$ cat src/rtl/forwarding_hazard_unit.sv
// forwarding_hazard_unit
//   Decode-stage register plus a DEPTH-deep chain of result tags. Detects
//   load-use hazards (one-cycle stall) and selects the nearest in-flight
//   producer of each source operand for forwarding.
//
// Ports
//   clk            rising-edge clock
//   reset          asynchronous, active-low
//   ins/ins_valid  incoming instruction; ins_ready = ~stall
//   flush          kills the decode-stage instruction at the next edge
//   out_valid      decode-stage instruction issues this cycle
//   op_dec/imm/imm_sel, mem_en_ex/mem_rw_ex/mem_mux_sel_dm
//                  decode fields of the decode-stage instruction (0 when empty)
//   mux_sel_A/B    forward source: 0 = register file, k = tag stage k
//   RW_dm/wb_en    tag and valid of the last tag stage (writeback)
//   stall          load-use hazard this cycle
module forwarding_hazard_unit #(
  parameter int unsigned DEPTH = 3,
  parameter int unsigned RAW   = 5,
  parameter int unsigned SW    = $clog2(DEPTH + 1)
) (
  input  logic           clk,
  input  logic           reset,
  input  logic [31:0]    ins,
  input  logic           ins_valid,
  output logic           ins_ready,
  input  logic           flush,
  output logic           out_valid,
  output logic [5:0]     op_dec,
  output logic [15:0]    imm,
  output logic           imm_sel,
  output logic           mem_en_ex,
  output logic           mem_rw_ex,
  output logic           mem_mux_sel_dm,
  output logic [SW-1:0]  mux_sel_A,
  output logic [SW-1:0]  mux_sel_B,
  output logic [RAW-1:0] RW_dm,
  output logic           wb_en,
  output logic           stall
);

  typedef enum logic [2:0] {
    CLS_ALU,
    CLS_JMP,
    CLS_CJ,
    CLS_LD,
    CLS_ST,
    CLS_IMM
  } op_class_e;

  function automatic op_class_e classify(input logic [5:0] op);
    op_class_e c;
    casez (op)
      6'b011000: c = CLS_JMP;
      6'b0111??: c = CLS_CJ;
      6'b010100: c = CLS_LD;
      6'b010101: c = CLS_ST;
      6'b001???: c = CLS_IMM;
      default:   c = CLS_ALU;
    endcase
    return c;
  endfunction

  // Decode register
  logic        d_v_q, d_v_d;
  logic [31:0] d_ins_q, d_ins_d;

  // Tag chain; array index k-1 holds tag stage k
  logic           c_v_q   [DEPTH];
  logic           c_ld_q  [DEPTH];
  logic [RAW-1:0] c_tag_q [DEPTH];
  logic           c_v_d   [DEPTH];
  logic           c_ld_d  [DEPTH];
  logic [RAW-1:0] c_tag_d [DEPTH];

  op_class_e      d_cls;
  logic [5:0]     d_op;
  logic [RAW-1:0] d_dest;
  logic [RAW-1:0] d_src_a;
  logic [RAW-1:0] d_src_b;
  logic           writes_dest;
  logic           uses_a;
  logic           uses_b;

  always_comb begin
    d_op        = d_ins_q[31:26];
    d_dest      = d_ins_q[21 +: RAW];
    d_src_a     = d_ins_q[16 +: RAW];
    d_src_b     = d_ins_q[11 +: RAW];
    d_cls       = classify(d_op);
    writes_dest = (d_cls == CLS_ALU) || (d_cls == CLS_LD) || (d_cls == CLS_IMM);
    uses_a      = (d_cls != CLS_JMP);
    uses_b      = (d_cls == CLS_ALU) || (d_cls == CLS_ST) || (d_cls == CLS_CJ);
  end

  // Only a load sitting in stage 1 can cause a hazard; from stage 2 on its
  // data is forwardable.
  always_comb begin
    stall = d_v_q && c_v_q[0] && c_ld_q[0] &&
            ((uses_a && (d_src_a == c_tag_q[0])) ||
             (uses_b && (d_src_b == c_tag_q[0])));
    ins_ready = ~stall;
    out_valid = d_v_q & ~stall;
  end

  // Scan from the far end so the nearest matching stage overwrites the rest.
  always_comb begin
    mux_sel_A = '0;
    mux_sel_B = '0;
    for (int unsigned k = DEPTH; k >= 1; k--) begin
      if (d_v_q && uses_a && c_v_q[k-1] && (c_tag_q[k-1] == d_src_a))
        mux_sel_A = SW'(k);
      if (d_v_q && uses_b && c_v_q[k-1] && (c_tag_q[k-1] == d_src_b))
        mux_sel_B = SW'(k);
    end
  end

  always_comb begin
    op_dec         = d_v_q ? d_op : '0;
    imm            = d_v_q ? d_ins_q[15:0] : '0;
    imm_sel        = d_v_q && (d_cls == CLS_IMM);
    mem_en_ex      = d_v_q && ((d_cls == CLS_LD) || (d_cls == CLS_ST));
    mem_rw_ex      = d_v_q && (d_cls == CLS_ST);
    mem_mux_sel_dm = d_v_q && (d_cls == CLS_LD);
    RW_dm          = c_tag_q[DEPTH-1];
    wb_en          = c_v_q[DEPTH-1];
  end

  // Flush wins over both stall-hold and a fresh accept.
  always_comb begin
    d_v_d   = 1'b0;
    d_ins_d = d_ins_q;
    if (flush) begin
      d_v_d = 1'b0;
    end else if (ins_valid && ins_ready) begin
      d_v_d   = 1'b1;
      d_ins_d = ins;
    end else if (stall) begin
      d_v_d = d_v_q;
    end
  end

  // r0 is never entered as a valid producer; bubbles carry an all-zero entry.
  always_comb begin
    for (int unsigned k = 0; k < DEPTH; k++) begin
      c_v_d[k]   = 1'b0;
      c_ld_d[k]  = 1'b0;
      c_tag_d[k] = '0;
    end
    if (out_valid && writes_dest && (d_dest != '0)) begin
      c_v_d[0]   = 1'b1;
      c_ld_d[0]  = (d_cls == CLS_LD);
      c_tag_d[0] = d_dest;
    end
    for (int unsigned k = 1; k < DEPTH; k++) begin
      c_v_d[k]   = c_v_q[k-1];
      c_ld_d[k]  = c_ld_q[k-1];
      c_tag_d[k] = c_tag_q[k-1];
    end
  end

  always_ff @(posedge clk or negedge reset) begin
    if (!reset) begin
      d_v_q   <= 1'b0;
      d_ins_q <= '0;
      for (int unsigned k = 0; k < DEPTH; k++) begin
        c_v_q[k]   <= 1'b0;
        c_ld_q[k]  <= 1'b0;
        c_tag_q[k] <= '0;
      end
    end else begin
      d_v_q   <= d_v_d;
      d_ins_q <= d_ins_d;
      for (int unsigned k = 0; k < DEPTH; k++) begin
        c_v_q[k]   <= c_v_d[k];
        c_ld_q[k]  <= c_ld_d[k];
        c_tag_q[k] <= c_tag_d[k];
      end
    end
  end

endmodule

$ cat config.mk
export PLATFORM = sky130hd
export DESIGN_NAME = forwarding_hazard_unit
export DESIGN_NICKNAME = d
export VERILOG_FILES = /design/src/rtl/forwarding_hazard_unit.sv
export SDC_FILE = /design/constraint.sdc
export NUM_CORES = 1
export LEC_CHECK = 0
export BUFFER_PORTS_ARGS = -buffer_cell sky130_fd_sc_hd__buf_2
export CAP_MARGIN = 25
export CELL_PAD_IN_SITES_DETAIL_PLACEMENT = 1
export CELL_PAD_IN_SITES_GLOBAL_PLACEMENT = 2
export CORE_AREA = 2 2 110 112
export CTS_CLUSTER_SIZE = 40
export DETAILED_ROUTE_END_ITERATION = 6
export DIE_AREA = 0 0 112 114
export PLACE_DENSITY = 0.8
export RECOVER_POWER = 25
export SYNTH_ARGS = -nofsm -noshare
export SYNTH_HDL_FRONTEND = slang
export SYNTH_SLANG_ARGS = --single-unit
$ cat constraint.sdc
create_clock -name clk -period 3.4 [get_ports clk]
set_clock_uncertainty 0.2 [all_clocks]
set_input_delay 0.51 -clock clk [delete_from_list [all_inputs] [get_ports clk]]
set_output_delay 0.51 -clock clk [all_outputs]
set_load 0.01 [all_outputs]
==> impl_metrics.py <==
metrics = {
    "placed_design": {
        "hpwl_um": 7550,
        "place_congestion": 0.782,
        "place_ws_ns": 0.651,
        "dp_cells": 592,
        "numPortBuffers": 74,
    },
    "layout": {
        "layout.cells.non_filler": 599,
        "nets": 488,
        "diodes": 0,
        "nFillCells": 1466,
        "drive_gt1_share_pct": 21.5,
        "syn_to_final_growth_pct": 18.1,
    },
    "route": {
        "wire_per_inst_um": 17.5,
        "num_vias": 3192,
        "via_per_inst": 5.33,
        "drt_iter0_markers": 118,
        "drcViolationCount": 0,
        "routed_wl_um": 10500,
        "firstDrtPassIters": 4,
        "ant_nets": 0,
    },
    "clock_tree": {
        "root_buffer": "clkbuf_16",
        "insertion_delay_ns": 0.29,
        "htreeDepth": 2,
        "cts_resized": 0,
        "cts_made_buffers": 5,
        "cts_setup_buffers": 0,
        "ctsHoldBuffers": 0,
        "clockBufferDepth": 2,
        "cts_num_sinks": 52,
        "cts_tree": "yes",
        "path_clk_slew_ns": 0.07,
    },
    "run_status": {
        "status": "completed",
    },
    "timing": {
        "fmax_mhz": 324,
        "finalCritPeriodShare_pct": 90.7,
        "rsz0062_at_grt": "no",
        "slew_headroom_pct": 16.3,
        "setup_ws_ns": 0.315,
        "hold_viol_final": 0,
        "final.min_clock_period_ns": 3.08,
        "whs_ns": 0.211,
        "setup_violations": 0,
        "maxSlewViolCount": 0,
        "worst_pin_slew_ns": 1.26,
        "setup_tns_ns": 0,
    },
    "pwr": {
        "vdd_drop_max_uv": 187,
        "leakage_nw": 1.81,
        "total_power_w": 0.00169,
        "power_per_cell_area_nw_per_um2": 422,
    },
    "setup_path": {
        "cp.arrival_ns": 2.37,
        "cp-start-kind": "flip-flop",
        "cp_top_family": "simple AND/OR/NAND/NOR gates",
        "worstPathRequired_ns": 2.69,
        "crit_fanout": 22,
        "path_cells": "xor2_1 -> nor3_1 -> and4_2 -> o21a_1 -> nor2b_1 -> buf_2",
        "critPathSlowestCell": "and4_2",
        "cp_num_buf_inv": 1,
        "crit_type": "reg -> out",
        "crit_path_end_kind": "output pin",
        "worst_path_largest_cell_delay_ns": 0.53,
    },
    "floorplan": {
        "die_y_um": 114,
        "die_w_um": 112,
        "ios": 75,
        "core_area_um2": 11700,
        "start_util_pct": 28.9,
        "die-area_um2": 12800,
        "row_count": 40,
    },
    "synthesis": {
        "syn_inst": 400,
        "synth.top_cell.area_share_pct": 38.4,
        "netlist_area_um2": 3390,
        "synth_edf_count": 0,
        "ys.warnings.count": 0,
        "async_flop_share_pct": 100,
        "synth.most_common_cell": "nand2_1",
        "synth_ff_type": "dfrtp_1",
        "yosysSeqAreaShare_pct": 38.4,
        "yosysUniqueCellTypes": 43,
        "synth_area_per_cell_um2": 8.46,
        "synth_top_area_cell": "dfrtp_1",
        "synthTopCellsByCount": "nand2_1, and2_1, dfrtp_1",
        "synth-seq-cells": 52,
        "synth.net_count": 436,
        "synth_area_leaders": "dfrtp_1, and2_1, a221oi_1, nand2_1, xor2_1",
    },
    "global_routing": {
        "track_usage_pct": 17.2,
        "grt_pass1_vias": 3402,
        "grt_overflow_total": 0,
        "grt_pass1_wl_um": 17800,
        "grt_max_degree": 65,
        "antenna_found_initial": 0,
    },
    "worst_hold_path": {
        "hp-class": "reg -> reg",
    },
    "job": {
        "cap_violations": 0,
    },
}
-- final timing paths --
| check | start | end | slack [ns] | cells after the start |
|---|---|---|---|---|
| hold / removal | c_v_d[0]$_DFF_PN0_ | wb_en$_DFF_PN0_ | 0.21 | 0 |
| max in group asynchronous | reset | d_ins_q[13]$_DFFE_PN0P_ | 1.44 | 2 |
| hold reg to reg | c_v_d[0]$_DFF_PN0_ | wb_en$_DFF_PN0_ | 0.21 | 0 |
| min in group asynchronous | reset | d_ins_q[17]$_DFFE_PN0P_ | 0.27 | 1 |
| setup / recovery | d_ins_q[19]$_DFFE_PN0P_ | out_valid | 0.32 | 6 |
| setup reg to reg | d_v_q$_DFFE_PN0P_ | d_ins_q[28]$_DFFE_PN0P_ | 0.72 | 5 |
-- layer usage --
metal  up-vias  GRT usage [%]  part of all wire (%)
met4         0           4.80                   1.6
met3        12           2.34                   3.0
met1      1599           22.8                    47
met2        55           29.5                    49
met5         -              0                     0
li1       1526              -                     -
-- layout make-up --
type | instances | area [um2] | area share, %
timing repair buffer | 84 | 440 | 11.0
inverter | 3 | 11.3 | 0.282
tap | 147 | 184 | 4.60
multi-input combinational | 306 | 1910 | 47.8
clock buffer | 7 | 153 | 3.82
sequential | 52 | 1300 | 32.5
-- flip-flops by register name, summed over array words and instances (netlist names) --
signal,flops
d_v_q,1
wb_en,1
c_ld_d,1
c_tag_d,10
d_ins_q,32
c_v_d,2
RW_dm,5
-- cell usage in the layout, fill, tap and decap left out, types with 2 or more instances in the layout --
master and instances:
o311ai_1 18, nor3_1 4, nand2_1 68, and2_1 52
nor2_1 37, o21ai_0 4, and3_1 4, nor2b_1 4
buf_4 9, clkbuf_16 5, inv_1 3, a221oi_1 30
clkbuf_8 2, xor2_1 24, nand3_1 10, nor4_1 4
o311ai_0 13, clkbuf_1 2, nand2b_1 4, buf_2 73
xnor2_1 6, dfrtp_1 52, a21oi_1 2
-- per-stage QoR --
step                area [um2]  utilization (%)
CTS                       4010             34.2
finish                    4000             34.2
global route              4000             34.2
detailed placement        3850             32.9
floorplan                 3390                -
global placement          3850             32.9
-- report_power, final --
| part | internal (W) | switching (W) | total (W) |
|---|---|---|---|
| clock | 0.000310 | 0.000227 | 0.000537 |
| combinational | 0.000168 | 0.000179 | 0.000347 |
| sequential | 0.000694 | 0.000111 | 0.000806 |
| total | 0.00117 | 0.000517 | 0.00169 |
-- cells by family (layout without fill, tap and decap cells) --
logic type / after synthesis / in the layout / share of synthesized area, %
flip-flops: 52 / 52 / 38.4
XOR/XNOR: 30 / 30 / 7.76
AND/OR/NAND/NOR: 199 / 199 / 29.3
AO/OA/AOI/OAI: 77 / 77 / 19.2
buffers and inverters: 42 / 94 / 5.28
No activity file was read; power rests on OpenSTA's default activity.
